`src/rtl/urisc_loader_if.sv`:
```
// Byte-stream, URISC-side and RAM-side bus bundle for the loader.
// The loader is the slave; the surrounding system (stream source, CPU, RAM) is the master.
interface urisc_loader_if;
    logic       IN_VALID;
    logic [7:0] IN_DATA;
    logic       IN_READY;

    logic       CPU_CSMR;
    logic       CPU_WRITE;
    logic       CPU_RDMR;
    logic [7:0] CPU_ADDRESS;
    logic [7:0] CPU_WDATA;

    logic       CSMR;
    logic       WRITE;
    logic       RDMR;
    logic [7:0] ADDRESS;
    logic [7:0] WDATA;

    modport master (
        output IN_VALID, IN_DATA,
        output CPU_CSMR, CPU_WRITE, CPU_RDMR, CPU_ADDRESS, CPU_WDATA,
        input  IN_READY,
        input  CSMR, WRITE, RDMR, ADDRESS, WDATA
    );

    modport slave (
        input  IN_VALID, IN_DATA,
        input  CPU_CSMR, CPU_WRITE, CPU_RDMR, CPU_ADDRESS, CPU_WDATA,
        output IN_READY,
        output CSMR, WRITE, RDMR, ADDRESS, WDATA
    );
endinterface

```
`src/rtl/urisc_loader.sv`:
```
// Boot loader for a URISC core: streams a length-prefixed, checksummed image into RAM,
// then hands the RAM bus to the CPU and raises RUN.
module urisc_loader #(
    parameter logic [7:0] MEM_BASE = 8'h00
) (
    input  logic           clk_PH1,
    input  logic           rst_n,
    input  logic           LOAD,
    urisc_loader_if.slave  bus,
    output logic           RUN,
    output logic           BUSY,
    output logic           ERR
);

    typedef enum logic [2:0] {
        IDLE = 3'd0,
        LEN  = 3'd1,
        DATA = 3'd2,
        WR   = 3'd3,
        CHK  = 3'd4,
        EXEC = 3'd5
    } state_t;

    state_t     state_q, state_d;
    logic [8:0] cnt_q,   cnt_d;    // 1..256 bytes
    logic [8:0] idx_q,   idx_d;
    logic [7:0] sum_q,   sum_d;
    logic [7:0] byte_q,  byte_d;
    logic       err_q,   err_d;

    logic       in_ready;
    logic       take;
    logic       pass;
    logic       csmr, write, rdmr;
    logic [7:0] address, wdata;

    assign take = bus.IN_VALID && in_ready;

    always_ff @(posedge clk_PH1 or negedge rst_n) begin
        if (!rst_n) begin
            state_q <= IDLE;
            cnt_q   <= '0;
            idx_q   <= '0;
            sum_q   <= '0;
            byte_q  <= '0;
            err_q   <= 1'b0;
        end else begin
            state_q <= state_d;
            cnt_q   <= cnt_d;
            idx_q   <= idx_d;
            sum_q   <= sum_d;
            byte_q  <= byte_d;
            err_q   <= err_d;
        end
    end

    always_comb begin
        state_d  = state_q;
        cnt_d    = cnt_q;
        idx_d    = idx_q;
        sum_d    = sum_q;
        byte_d   = byte_q;
        err_d    = err_q;
        in_ready = 1'b0;
        pass     = 1'b0;
        RUN      = 1'b0;
        BUSY     = 1'b1;
        csmr     = 1'b0;
        write    = 1'b0;
        rdmr     = 1'b0;
        address  = '0;
        wdata    = '0;

        case (state_q)
            IDLE: begin
                // A failed load keeps the bus parked so the CPU cannot run stale RAM.
                if (!err_q) begin
                    BUSY = 1'b0;
                    pass = 1'b1;
                end
                if (LOAD) begin
                    state_d = LEN;
                    err_d   = 1'b0;
                    idx_d   = '0;
                    sum_d   = '0;
                end
            end
            LEN: begin
                in_ready = 1'b1;
                if (take) begin
                    cnt_d   = (bus.IN_DATA == 8'h00) ? 9'd256 : {1'b0, bus.IN_DATA};
                    state_d = DATA;
                end
            end
            DATA: begin
                in_ready = 1'b1;
                if (take) begin
                    byte_d  = bus.IN_DATA;
                    sum_d   = sum_q + bus.IN_DATA;
                    state_d = WR;
                end
            end
            WR: begin
                csmr    = 1'b1;
                write   = 1'b1;
                address = MEM_BASE + idx_q[7:0];
                wdata   = byte_q;
                idx_d   = idx_q + 9'd1;
                state_d = (idx_q + 9'd1 == cnt_q) ? CHK : DATA;
            end
            CHK: begin
                in_ready = 1'b1;
                if (take) begin
                    if (bus.IN_DATA == sum_q) begin
                        state_d = EXEC;
                    end else begin
                        state_d = IDLE;
                        err_d   = 1'b1;
                    end
                end
            end
            EXEC: begin
                RUN  = 1'b1;
                BUSY = 1'b0;
                // On reload the CPU access of this cycle must not land in RAM.
                if (LOAD) begin
                    state_d = LEN;
                    err_d   = 1'b0;
                    idx_d   = '0;
                    sum_d   = '0;
                end else begin
                    pass = 1'b1;
                end
            end
            default: state_d = IDLE;
        endcase

        if (pass) begin
            csmr    = bus.CPU_CSMR;
            write   = bus.CPU_WRITE;
            rdmr    = bus.CPU_RDMR;
            address = bus.CPU_ADDRESS;
            wdata   = bus.CPU_WDATA;
        end
    end

    assign ERR          = err_q;
    assign bus.IN_READY = in_ready;
    assign bus.CSMR     = csmr;
    assign bus.WRITE    = write;
    assign bus.RDMR     = rdmr;
    assign bus.ADDRESS  = address;
    assign bus.WDATA    = wdata;

endmodule

```
`src/flat_wrapper.sv`:
```
// flat-port wrapper written by rule: the top's interface ports become plain ports
module urisc_loader_flat 
#(
    parameter logic [7:0] MEM_BASE = 8'h00
)
  (clk_PH1, rst_n, LOAD, RUN, BUSY, ERR, bus_IN_VALID, bus_IN_DATA, bus_CPU_CSMR, bus_CPU_WRITE, bus_CPU_RDMR, bus_CPU_ADDRESS, bus_CPU_WDATA, bus_IN_READY, bus_CSMR, bus_WRITE, bus_RDMR, bus_ADDRESS, bus_WDATA);
  urisc_loader_if bus_i ();
  input  logic clk_PH1;
  input  logic rst_n;
  input  logic LOAD;
  output logic RUN;
  output logic BUSY;
  output logic ERR;
  input wire logic [$bits(bus_i.IN_VALID)-1:0] bus_IN_VALID;
  input wire logic [$bits(bus_i.IN_DATA)-1:0] bus_IN_DATA;
  input wire logic [$bits(bus_i.CPU_CSMR)-1:0] bus_CPU_CSMR;
  input wire logic [$bits(bus_i.CPU_WRITE)-1:0] bus_CPU_WRITE;
  input wire logic [$bits(bus_i.CPU_RDMR)-1:0] bus_CPU_RDMR;
  input wire logic [$bits(bus_i.CPU_ADDRESS)-1:0] bus_CPU_ADDRESS;
  input wire logic [$bits(bus_i.CPU_WDATA)-1:0] bus_CPU_WDATA;
  output wire logic [$bits(bus_i.IN_READY)-1:0] bus_IN_READY;
  output wire logic [$bits(bus_i.CSMR)-1:0] bus_CSMR;
  output wire logic [$bits(bus_i.WRITE)-1:0] bus_WRITE;
  output wire logic [$bits(bus_i.RDMR)-1:0] bus_RDMR;
  output wire logic [$bits(bus_i.ADDRESS)-1:0] bus_ADDRESS;
  output wire logic [$bits(bus_i.WDATA)-1:0] bus_WDATA;
  assign bus_i.IN_VALID = bus_IN_VALID;
  assign bus_i.IN_DATA = bus_IN_DATA;
  assign bus_i.CPU_CSMR = bus_CPU_CSMR;
  assign bus_i.CPU_WRITE = bus_CPU_WRITE;
  assign bus_i.CPU_RDMR = bus_CPU_RDMR;
  assign bus_i.CPU_ADDRESS = bus_CPU_ADDRESS;
  assign bus_i.CPU_WDATA = bus_CPU_WDATA;
  assign bus_IN_READY = bus_i.IN_READY;
  assign bus_CSMR = bus_i.CSMR;
  assign bus_WRITE = bus_i.WRITE;
  assign bus_RDMR = bus_i.RDMR;
  assign bus_ADDRESS = bus_i.ADDRESS;
  assign bus_WDATA = bus_i.WDATA;
  urisc_loader #(.MEM_BASE(MEM_BASE)) u_core (.clk_PH1(clk_PH1), .rst_n(rst_n), .LOAD(LOAD), .bus(bus_i), .RUN(RUN), .BUSY(BUSY), .ERR(ERR));
endmodule
```
`config.mk`:
```
export PLATFORM = sky130hd
export DESIGN_NAME = urisc_loader_flat
export DESIGN_NICKNAME = d
export VERILOG_FILES = /design/src/rtl/urisc_loader_if.sv /design/src/rtl/urisc_loader.sv /design/src/flat_wrapper.sv
export SDC_FILE = /design/constraint.sdc
export NUM_CORES = 1
export LEC_CHECK = 0
export BUFFER_PORTS_ARGS = -buffer_cell sky130_fd_sc_hd__buf_2
export CORE_MARGIN = 1.5
export CORE_UTILIZATION = 35
export CTS_CLUSTER_SIZE = 40
export DETAILED_ROUTE_END_ITERATION = 7
export SYNTH_ARGS = -nofsm -noshare
export SYNTH_HDL_FRONTEND = slang
export SYNTH_SLANG_ARGS = --single-unit
```
`constraint.sdc`:
```
create_clock -name clk_PH1 -period 4.5 [get_ports clk_PH1]
set_input_delay 0.45 -clock clk_PH1 [delete_from_list [all_inputs] [get_ports clk_PH1]]
set_output_delay 0.45 -clock clk_PH1 [all_outputs]
set_load 0.01 [all_outputs]
```
* After elaboration in Yosys (flattened, before gate mapping) *
Index checks and enable logic that the tools add are counted.

operators by class
  multiplexer cells = 32
  eq/ne operators = 12
  reductions and logical operators = 14
  $add $sub $neg = 2

operators with widths
  kind                                                                     number
  8-bit 2-to-1 mux                                                         6
  3-bit 2-to-1 mux                                                         6
  9-bit 2-to-1 mux                                                         2
  9-bit case mux with 2 select lines                                       1
  8-bit case mux with 2 select lines                                       1
  3-bit case mux with 5 select lines                                       1
  1-bit 2-to-1 mux                                                         12
  9-bit by 1-bit adder with 9-bit output, second input constant            1
  9-bit equality test                                                      1
  8-bit adder                                                              1
  8-bit equality test                                                      1
  8-bit zero test                                                          1
  2-bit by 1-bit inequality test with 1-bit output, second input constant  4
  4-bit AND reduction                                                      2
  3-bit by 2-bit equality test with 1-bit output, second input constant    2
  3-bit equality test, second input constant                               2
  1-bit case mux with 2 select lines                                       3
  2-bit AND reduction                                                      3
  2-bit nonzero test                                                       3
  3-bit by 1-bit equality test with 1-bit output, second input constant    1
  3-bit zero test                                                          1
  3-bit AND reduction                                                      1
  3-bit OR reduction                                                       1
  2-bit inequality test, second input constant                             1
  2 further kinds                                                          2

word-level totals
  output and inout bits = 23
  flip-flop bits (word level) = 38
  logic and storage cells = 66
  input port bits = 31

* Logic depth before layout (Yosys ltp) *
Gate-level depths: netlist of run 1.

  depth after elaboration = 6
  mapped depth = 8
  gate-level depth less buffers = 8

* Worst setup path before layout of run 1 *
OpenSTA, ideal clock, no wires.

  path type = input to register
  start = input port bus_IN_DATA[0]
  end = register u_core.sum_q[6]
  slack = 2,473 ps
  arrival = 1,906 ps
  buffers on the path = 0
  stages on the path = 8
  data required time = 4,379 ps
  setup time = 121 ps
  cells stage by stage = ha_1 fa_1 a21o_1 a21oi_1 o21bai_1 a21oi_1 xnor2_1 a22o_1

on the way
  longest elaborated chain between the ends = 3

ends and longest elaborated chain
  element                             line                source
  start, declared                     flat_wrapper.sv:15  input wire logic [$bits(bus_i.IN_DATA)-1:0] bus_IN_DATA;
  8-bit adder                         urisc_loader.sv:99  sum_d = sum_q + bus.IN_DATA;
  8-bit 2-to-1 mux                    urisc_loader.sv:97  if (take) begin
  8-bit case mux with 2 select lines  urisc_loader.sv:74  case (state_q)
  end signal, assigned                urisc_loader.sv:51  sum_q <= sum_d;
  end, declared                       urisc_loader.sv:27  logic [7:0] sum_q, sum_d;

No other way between the ends. The select of a mux whose other input is x is not followed.
A chain may end at the register's enable or synchronous reset.

* Final worst setup path of run 1 *
  start = register u_core.state_q[1]
  end = output port bus_WDATA[0]

on the way
  longest elaborated chain between the ends = 3
  elaborated cells on any way between the ends = 6
  classes of those cells = 2 x eq/ne; 3 x mux; 1 x reduce/logical

ends and longest elaborated chain
  element                                                                 line                 source
  start, declared                                                         urisc_loader.sv:24   state_t state_q, state_d;
  start signal, assigned                                                  urisc_loader.sv:48   state_q <= state_d;
  3-bit equality test (tied with other cells)                             urisc_loader.sv:74
  1-bit case mux with 2 select lines or 8-bit 2-to-1 mux (tied branches)  urisc_loader.sv:74
  8-bit 2-to-1 mux (*)                                                    urisc_loader.sv:138  if (pass) begin
  end, declared                                                           flat_wrapper.sv:26   output wire logic [$bits(bus_i.WDATA)-1:0] bus_WDATA;

Mark *: on every way between the ends. The rest lies on a longest branch, timed or not.

==> metrics.cfg, run 1 <==
[timing]
layout_setup_ws_ps = 1810
setup-tns-final_ps = 0
maxSlewHeadroom = 0.410
worst_pin_slew_ps = 885
fin_crit_sh = 0.599
finalHoldViolations = 0
rsz0062_at_grt = false
final.min_clock_period_ps = 2690
fmax_mhz = 371
setup_viol = 0
report.final.slew_viol_count = 0
fin_skew_ps = 7.26

[die]
start_util = 0.366
dieWidth_um = 87.7
core_area_mm2 = 0.00687
num_rows = 30
top_level_ports = 54
die_h_um = 87.7
fp.dieArea_mm2 = 0.00770

[yosys]
ys.flop_type = dfrtp_1
yosys_register_bits = 38
syn_inst = 250
yosysWarningCount = 0
synth_top_area_frac = 0.378
synthDistinctLibCells = 53
async_flop_share = 1.00
synth_area_mm2 = 0.00251
synth.area.top_cells = dfrtp_1 (38%), a22o_1 (6.6%), xnor2_1 (5.2%)
synth_edf_count = 0
yosys.area.top_type = dfrtp_1
syn_area_per_cell_um2 = 10.0
synth_fp_nets = 290
ys_seq_area_frac = 0.378

[setup_path]
path_class = flip-flop to output port
critPathMaxFanout = 19
reg2reg_to = u_core.idx_q[7]$_DFFE_PN0P_
worstPathRequired_ps = 4050
worstPathArrival_ps = 2240
reg2regPathDepth = 5
r2r_setup_slack_ps = 2220
cp-end-kind = output port
reg2reg_from = u_core.state_q[1]$_DFFE_PN0P_
startpoint_type = flip-flop

[finish]
final_util = 0.420
syn_to_final_growth_pct = 14.7
drive_above_1_share = 0.307
nNetsFinal = 335
diodes = 0

[job]
drv_cap = 0

[placement]
hpwl_mm = 4.09
portBuffers = 53
pre_cts_ws_ps = 2040
gp_congestion = 0.789

[route]
postRouteAntennaNets = 0
wirelength_mm = 5.62
wl_per_cell_um = 14.3
drcViolationCount = 0
viasPerCell = 5.17
dr.first_iter.drc_count = 115
firstDrtPassIters = 4
vias = 2026

[cts]
cts_resized = 0
path_clk_slew_ps = 70
clockBufferDepth = 2
htree_levels = 2
cts_tree = yes
clk-insertion-delay-late_ps = 290
clock-sinks = 38
cts-hold-fix-buffers = 0
cts_root_buf = clkbuf_8
cts_setup_buffers = 0
cts_buffers = 5

[grt]
gr-usage-all-layers = 0.155
grt_pass1_vias = 1910
grt_pass1_wl_mm = 9.16
antenna_found_initial = 0
grt_max_degree = 39
grt-ovfl-total = 0

[power_and_ir_drop]
irDropWorstVdd_v = 0.000286
power_density_mw_per_mm2 = 625
leakagePower_uw = 0.00129

[min_path]
hp-class = input pin to asynchronous set/reset pin

[run_status]
status = complete, no violations

-- worst max-delay path, cell delays in order (launching register included) --
cell     delay, ps
dfrtp_1        750
nand2_1        160
nor2_2         650
a22o_1         260
buf_2          120
-- report_power, final --
group          switching, uW  leakage (uW)  internal [uW]
Combinational            475      0.000767            449
Sequential               150      0.000472            482
Clock                    122     0.0000482            124
-- cell usage after synthesis, types with 5 or more instances --
master and n:
xor2_1 7, mux2_2 11, mux2_4 5, o21ai_0 16, a21oi_1 10, dfrtp_1 38
a22o_1 19, nand4_1 5, nor2_1 12, buf_2 5, nand2_1 24, xnor2_1 15
ha_1 8
-- cell type report --
cell class | instances | area, um2
flip-flops and latches | 38 | 951
inverters | 4 | 15.0
clock inverters | 1 | 5.00
repair buffers | 54 | 273
well taps | 96 | 120
clock buffers | 7 | 86.3
multi-input cells | 192 | 1430
fillers | 675 | 3990
-- metrics by stage --
stage | instance area [um2] | hold WS (ps) | total power [uW] | cells
6_report | 2880 | 263 | 1800 | 392
3_3_place_gp | 2790 | 466 | 1560 | 384
2_1_floorplan | 2510 | 154 | 1380 | 250
5_1_grt | 2880 | 334 | 1970 | 392
3_5_place_dp | 2790 | 472 | 1570 | 384
4_1_cts | 2880 | 304 | 1830 | 392
-- metal layers --
layer / share of wire / routed length [um] / track usage
met1: 0.49 / 2760 / 0.209
met5: 0 / 0 / 0
met3: 0.045 / 251 / 0.0330
met4: 0.016 / 88 / 0.0548
met2: 0.45 / 2510 / 0.246
-- how the worst max path moves through the flow --
stage	slack, ps	end	start
finish	1810	bus_WDATA[0]	u_core.state_q[1]$_DFFE_PN0P_
global route	1530	bus_ADDRESS[4]	u_core.state_q[1]$_DFFE_PN0P_
CTS	1710	bus_WDATA[0]	u_core.state_q[1]$_DFFE_PN0P_
detailed placement	2040	bus_WDATA[0]	u_core.state_q[1]$_DFFE_PN0P_
global placement	2100	bus_ADDRESS[4]	u_core.state_q[1]$_DFFE_PN0P_
floorplan	2470	u_core.sum_q[6]$_DFFE_PN0P_	bus_IN_DATA[0]
-- cells by family after synthesis --
family,synth area share
xor gates and xnor gates,0.0767
adders and majority gates,0.0478
muxes,0.0832
buffers and inverters,0.0513
and+or+nand+nor,0.156
DFF,0.378
AOI/OAI and AO/OA,0.207
-- cell usage in the layout (no fill, tap or decap), types with 8 or more instances in the layout --
master / count
dfrtp_1: 38
nor2_1: 12
mux2_2: 11
buf_2: 53
xnor2_1: 15
o21ai_0: 16
a21oi_1: 10
ha_1: 8
nand2_1: 24
a22o_1: 19
-- registers in the layout (all words and copies together) (netlist names) --
name            flops
u_core.sum_q        8
u_core.cnt_q        9
u_core.byte_q       8
u_core.state_q      3
u_core.ERR          1
u_core.idx_q        9
Note: power is estimated with default switching activity, not from simulation.
==> run 2, diff against run 1 <==
- clock period: 4.5 -> 2.8 ns (I/O delays scaled with it)
==> run 2 against run 1 <==
First-iteration DRC count is 7.0% lower. Clock power grew 130%. Setup slack got worse by 1400 ps. Final cell count is 0.77% higher. Non-clock buffer count up 3. Die area did not move. Sequential share of layout area is 0.77 points lower. Power grew 73%. Critical path type unchanged. Critical endpoint is now bus_WDATA[4].
==> metrics.cfg, run 2 (same netlist as run 1, synthesis figures left out) <==
[run_status]
status = complete, no violations

[timing]
worst_pin_slew_ps = 882  ; -3.02 ps
fin_crit_sh = 0.839
fmax_mhz = 426
finalHoldViolations = 0  ; unchanged
rsz0062_at_grt = false
setup-tns-final_ps = 0  ; unchanged
report.final.slew_viol_count = 0  ; unchanged
final.min_clock_period_ps = 2350
maxSlewHeadroom = 0.412  ; +0.00201
setup_viol = 0  ; unchanged
fin_skew_ps = 8.63  ; +1.37 ps

[route]
wl_met2_mm = 2.62  ; +4.4%
postRouteAntennaNets = 0  ; unchanged
viasPerCell = 5.17  ; about the same
wl_met3_um = 233  ; -7.2%
dr.first_iter.drc_count = 107  ; -7.0%
drcViolationCount = 0  ; unchanged
firstDrtPassIters = 4  ; unchanged
wirelength_mm = 5.77  ; +2.8%
wl_met1_mm = 2.86  ; +3.5%
vias = 2043  ; +0.84%
routed.top_layer = met4
wl_per_cell_um = 14.6  ; +2.0%

[placement]
gp_congestion = 0.862  ; +9.3%
hpwl_mm = 4.13  ; +0.89%
portBuffers = 53  ; unchanged

[finish]
fill_cells = 647  ; -4.1%
syn_to_final_growth_pct = 17.5
diodes = 0  ; unchanged
final_common_cell = buf_2
final_util = 0.430  ; +0.0100
drive_above_1_share = 0.318  ; +0.0103
nNetsFinal = 338  ; +0.90%
reg.largest.list = u_core.cnt_q (9), u_core.idx_q (9)
final_cell_mix = buf_2 (53), dfrtp_1 (38), nand2_1 (24)

[setup_path]
critPathMaxFanout = 19  ; unchanged
worst-path-stages = 6  ; +2
max_stage_delay_ps = 550  ; -200 ps
worstPathRequired_ps = 2520  ; -1530 ps
crit_buf_inv = 2  ; +1
worstPathArrival_ps = 2070  ; -170 ps
path_class = flip-flop to output port
critical_path.slowest_cell = dfrtp_1
reg2regPathDepth = 6  ; +1
startpoint_type = flip-flop
cpLargestDelayFamily = simple AND/OR/NAND/NOR gates
cp_cell_sequence = or3_1, o21ai_0, nor2b_1, buf_4, a22o_1, buf_2
cp-end-kind = output port

[cts]
htree_levels = 2  ; unchanged
path_clk_slew_ps = 80  ; about the same
cts_root_buf = clkbuf_8
cts_setup_buffers = 0  ; unchanged
cts-hold-fix-buffers = 0  ; unchanged
clk-insertion-delay-late_ps = 290  ; about the same
clockBufferDepth = 2  ; unchanged
cts_buffers = 5  ; unchanged
cts_resized = 0  ; unchanged
clock-sinks = 38  ; unchanged
cts_tree = yes

[die]
fp.dieArea_mm2 = 0.00770  ; unchanged
dieWidth_um = 87.7  ; unchanged
start_util = 0.366  ; unchanged
die_h_um = 87.7  ; unchanged
num_rows = 30  ; unchanged
core_area_mm2 = 0.00687  ; unchanged
top_level_ports = 54  ; unchanged

[power_and_ir_drop]
leakagePower_uw = 0.00132  ; +2.6%
irDropWorstVdd_v = 0.000481  ; +68%
p_switching_uw = 1240  ; +66%
p_clk_frac = 0.182  ; +0.046
power_frac_seq = 0.318  ; -0.033
combPwrFrac = 0.500  ; -0.013
power_density_mw_per_mm2 = 1060  ; +69%
swShare = 0.398  ; -0.0169
p_int_uw = 1880  ; +78%
power_uw = 3120  ; +73%

[grt]
grt_pass1_vias = 1880  ; -1.6%
antenna_found_initial = 0  ; unchanged
gr-usage-all-layers = 0.161  ; +0.00606
grt_pass1_wl_mm = 9.60  ; +4.8%
grt_max_degree = 39  ; unchanged
grt-ovfl-total = 0  ; unchanged

[job]
drv_cap = 0  ; unchanged

[min_path]
hp-class = input pin to asynchronous set/reset pin

==> run 2: changes by cell type in the layout (fill, tap and decap cells not counted) <==
cell and delta:
buf_4 +3, bufinv_16 +2, clkbuf_1 -1, clkbuf_8 -1, clkinv_2 -1, clkinv_4 +1
==> run 2: worst reg2reg max path, cell delays in order (launching register included) <==
cell and delay, ps:
dfrtp_1 630, nand2_1 250, nor2_2 190, a21oi_2 70
buf_4 180, nor2_4 350, mux2_2 390
==> run 2: per-layer routing <==
metal / vias to the layer above / GRT usage
met4: 0 / 0.0433
met2: 56 / 0.241
li1: 1013 / -
met5: - / 0
met1: 968 / 0.237
met3: 6 / 0.0302
==> run 2: power groups by stage <==
stage	sequential (uW)	combinational (uW)	clock, uW
floorplan	901	1320	0
global placement	1000	1550	0
detailed placement	1000	1560	0
CTS	993	1570	585
global route	1030	1750	604
finish	993	1560	567
==> run 2: final cells by class <==
class	count	area, um2	share of cell area
multi-input combinational	192	1430	0.485
sequential	38	951	0.322
timing repair buffer	57	295	0.100
tap	96	120	0.0407
clock buffer	5	68.8	0.0233
clock inverter	3	68.8	0.0233
inverter	4	15.0	0.00509
==> run 2: path summary, 6_finish.rpt <==
kind,from,end,slack (ps)
hold / removal,rst_n,u_core.ERR$_DFFE_PN0P_,100
max in group asynchronous,rst_n,u_core.sum_q[7]$_DFFE_PN0P_,2140
setup / recovery,u_core.state_q[2]$_DFFE_PN0P_,bus_WDATA[4],450
min in group clk_PH1,LOAD,u_core.ERR$_DFFE_PN0P_,280
hold reg to reg,u_core.sum_q[0]$_DFFE_PN0P_,u_core.sum_q[0]$_DFFE_PN0P_,490
setup reg to reg,u_core.state_q[2]$_DFFE_PN0P_,u_core.byte_q[4]$_DFFE_PN0P_,640
==> run 2: per-stage QoR <==
| step | setup slack (ps) | hold WS, ps | std cells | area (um2) |
|---|---|---|---|---|
| final | 452 | 103 | 395 | 2950 |
| after floorplan | 869 | -15.6 | 250 | 2510 |
| after global placement | 746 | 460 | 387 | 2810 |
| after CTS | 431 | 127 | 395 | 2950 |
| after detailed placement | 673 | 454 | 387 | 2810 |
| after global routing | 255 | 175 | 395 | 2950 |
==> run 3, diff against run 2 <==
- ABC_AREA: not set -> 1
- clock period: 2.8 -> 2.45 ns (I/O delays scaled with it)
==> run 3 against run 2 <==
Via count up 18%. Sequential share of layout area down 0.34 points. Setup slack worse by 220 ps. Design area up 1.1%. Hold slack worse by 31 ps. First-iteration DRC count up 7.5%. Synthesized area up 0.95%. Wire length up 5.8%. Power up 4.7%. Clock skew down 5.2 ps. Critical path type unchanged. Critical endpoint unchanged. Largest cell class unchanged.
==> metrics.cfg, run 3 <==
[yosys]
yosys.area.top_type = dfrtp_1
yosysWarningCount = 0  ; unchanged
synth_area_mm2 = 0.00254  ; +0.95%
syn_inst = 351  ; +40%
synth.area.top_cells = dfrtp_1 (37%), nand2_1 (14%), inv_1 (9.0%)
yosys_register_bits = 38  ; unchanged
async_flop_share = 1.00  ; unchanged
syn_area_per_cell_um2 = 7.23  ; -28%
synthDistinctLibCells = 35  ; -34%
ys_seq_area_frac = 0.375  ; -0.00355
synth_top_area_frac = 0.375  ; -0.00355
synth_edf_count = 0  ; unchanged
synth_most_common_cell = nand2_1
synth_fp_nets = 391  ; +35%
synth_common_cells = nand2_1 (95), inv_1 (61), dfrtp_1 (38)
ys.flop_type = dfrtp_1

[cts]
cts-hold-fix-buffers = 0  ; unchanged
path_clk_slew_ps = 80  ; about the same
clockBufferDepth = 2  ; unchanged
cts_tree = yes
clk-insertion-delay-late_ps = 290  ; about the same
clock-sinks = 38  ; unchanged
cts_setup_buffers = 0  ; unchanged
htree_levels = 2  ; unchanged
cts_resized = 0  ; unchanged
cts_buffers = 5  ; unchanged
cts_root_buf = clkbuf_8

[route]
wirelength_mm = 6.10  ; +5.8%
vias = 2403  ; +18%
dr.first_iter.drc_count = 115  ; +7.5%
wl_per_cell_um = 12.1  ; -17%
firstDrtPassIters = 4  ; unchanged
viasPerCell = 4.78  ; -7.6%
drcViolationCount = 0  ; unchanged
postRouteAntennaNets = 0  ; unchanged

[timing]
setup-tns-final_ps = 0  ; unchanged
report.final.slew_viol_count = 0  ; unchanged
setup_viol = 0  ; unchanged
rsz0062_at_grt = false
fmax_mhz = 450
finalHoldViolations = 0  ; unchanged
final.min_clock_period_ps = 2220
fin_skew_ps = 3.40  ; -5.23 ps
maxSlewHeadroom = 0.409  ; -0.00275
fin_crit_sh = 0.906
worst_pin_slew_ps = 886  ; +4.12 ps

[placement]
portBuffers = 53  ; unchanged
hpwl_mm = 4.66  ; +13%
place_area_mm2 = 0.00289  ; +2.8%
dp_cells = 495  ; +28%
gp_congestion = 0.844  ; -2.2%

[die]
top_level_ports = 54  ; unchanged
fp.dieArea_mm2 = 0.00777  ; +0.91%
core_area_mm2 = 0.00691  ; +0.55%
num_rows = 30  ; unchanged
start_util = 0.367  ; +0.00145
dieWidth_um = 88.1  ; +0.46%
die_h_um = 88.1  ; +0.46%

[grt]
gr-usage-all-layers = 0.168  ; +0.00696
grt_pass1_wl_mm = 10.1  ; +5.5%
antenna_found_initial = 0  ; unchanged
grt-ovfl-total = 0  ; unchanged
grt_pass1_vias = 2181  ; +16%
grt_max_degree = 39  ; unchanged

[setup_path]
critPathMaxFanout = 24  ; +5
reg2reg_from = u_core.sum_q[0]$_DFFE_PN0P_
worstPathArrival_ps = 1980  ; -90 ps
startpoint_type = flip-flop
r2r_setup_slack_ps = 590  ; -50 ps
reg2reg_to = u_core.sum_q[6]$_DFFE_PN0P_
reg2regPathDepth = 12  ; +6
path_class = flip-flop to output port
worstPathRequired_ps = 2200  ; -320 ps
cp-end-kind = output port

[finish]
nNetsFinal = 446  ; +32%
fin_cells = 503  ; +27%
final_area_mm2 = 0.00298  ; +1.1%
diodes = 0  ; unchanged
final_common_cell = nand2_1
reg.largest.list = u_core.cnt_q (9), u_core.idx_q (9)
final_cell_mix = nand2_1 (95), inv_1 (61), buf_2 (53)
syn_to_final_growth_pct = 17.6
drive_above_1_share = 0.211  ; -0.106

[power_and_ir_drop]
leakagePower_uw = 0.00159  ; +21%
power_density_mw_per_mm2 = 1100  ; +3.6%
irDropWorstVdd_v = 0.000554  ; +15%

[min_path]
hp-class = input pin to asynchronous set/reset pin

[run_status]
status = complete, no violations

[job]
drv_cap = 0  ; unchanged

[run 3: cells by family after synthesis]
kind of cell	Yosys count	synth area share
AOI/OAI and AO/OA	64	0.155
adders and majority gates	9	0.0474
and+or+nand+nor	161	0.291
buffers and inverters	76	0.121
xor gates and xnor gates	3	0.0104
DFF	38	0.375
[run 3: critical path, cell delays in order (launching register included)]
cell and delay, ps:
dfrtp_1 420, nor2_1 180, inv_2 70, nor2_4 170
inv_1 370, o22ai_1 300, buf_2 160
[run 3: cell type report]
cell class	count	area, um2
Clock inverter	1	5.00
Multi-Input combinational cell	237	1280
Timing Repair Buffer	53	265
Clock buffer	7	86.3
Sequential cell	38	951
Fill cell	741	3920
Tap cell	96	120
Inverter	71	277
[run 3: power by group]
group	internal (uW)	switching [uW]	leakage (uW)
clock network	227	228	0.0000482
registers	863	148	0.000487
logic	636	1160	0.00106
[run 3: worst max path at each step]
stage                                  endpoint                          start  slack (ps)  cells past startpoint
floorplan           u_core.sum_q[6]$_DFFE_PN0P_    u_core.sum_q[0]$_DFFE_PN0P_         720                     12
global placement                   bus_WDATA[4]  u_core.state_q[0]$_DFFE_PN0P_         560                      7
detailed placement                 bus_WDATA[4]  u_core.state_q[2]$_DFFE_PN0P_         540                      6
CTS                                bus_WDATA[4]  u_core.state_q[0]$_DFFE_PN0P_         220                      7
global route                       bus_WDATA[4]  u_core.state_q[2]$_DFFE_PN0P_          30                      6
finish                             bus_WDATA[4]  u_core.state_q[2]$_DFFE_PN0P_         230                      6
[run 3: metal layers]
metal | vias up | global-route usage | share of wire
met3 | 11 | 0.0292 | 0.033
li1 | 1241 | - | -
met2 | 49 | 0.271 | 0.46
met4 | 0 | 0.0597 | 0.016
met5 | - | 0 | 0
met1 | 1102 | 0.227 | 0.50
[run 3: through the flow]
step / util / power, uW / hold WS [ps] / setup WS (ps)
CTS: 0.432 / 3290 / 97.9 / 216
finish: 0.432 / 3270 / 72.5 / 229
global route: 0.432 / 3590 / 140 / 27.8
detailed placement: 0.419 / 2830 / 418 / 537
global placement: 0.419 / 2800 / 421 / 565
floorplan: - / 2350 / -50.6 / 722
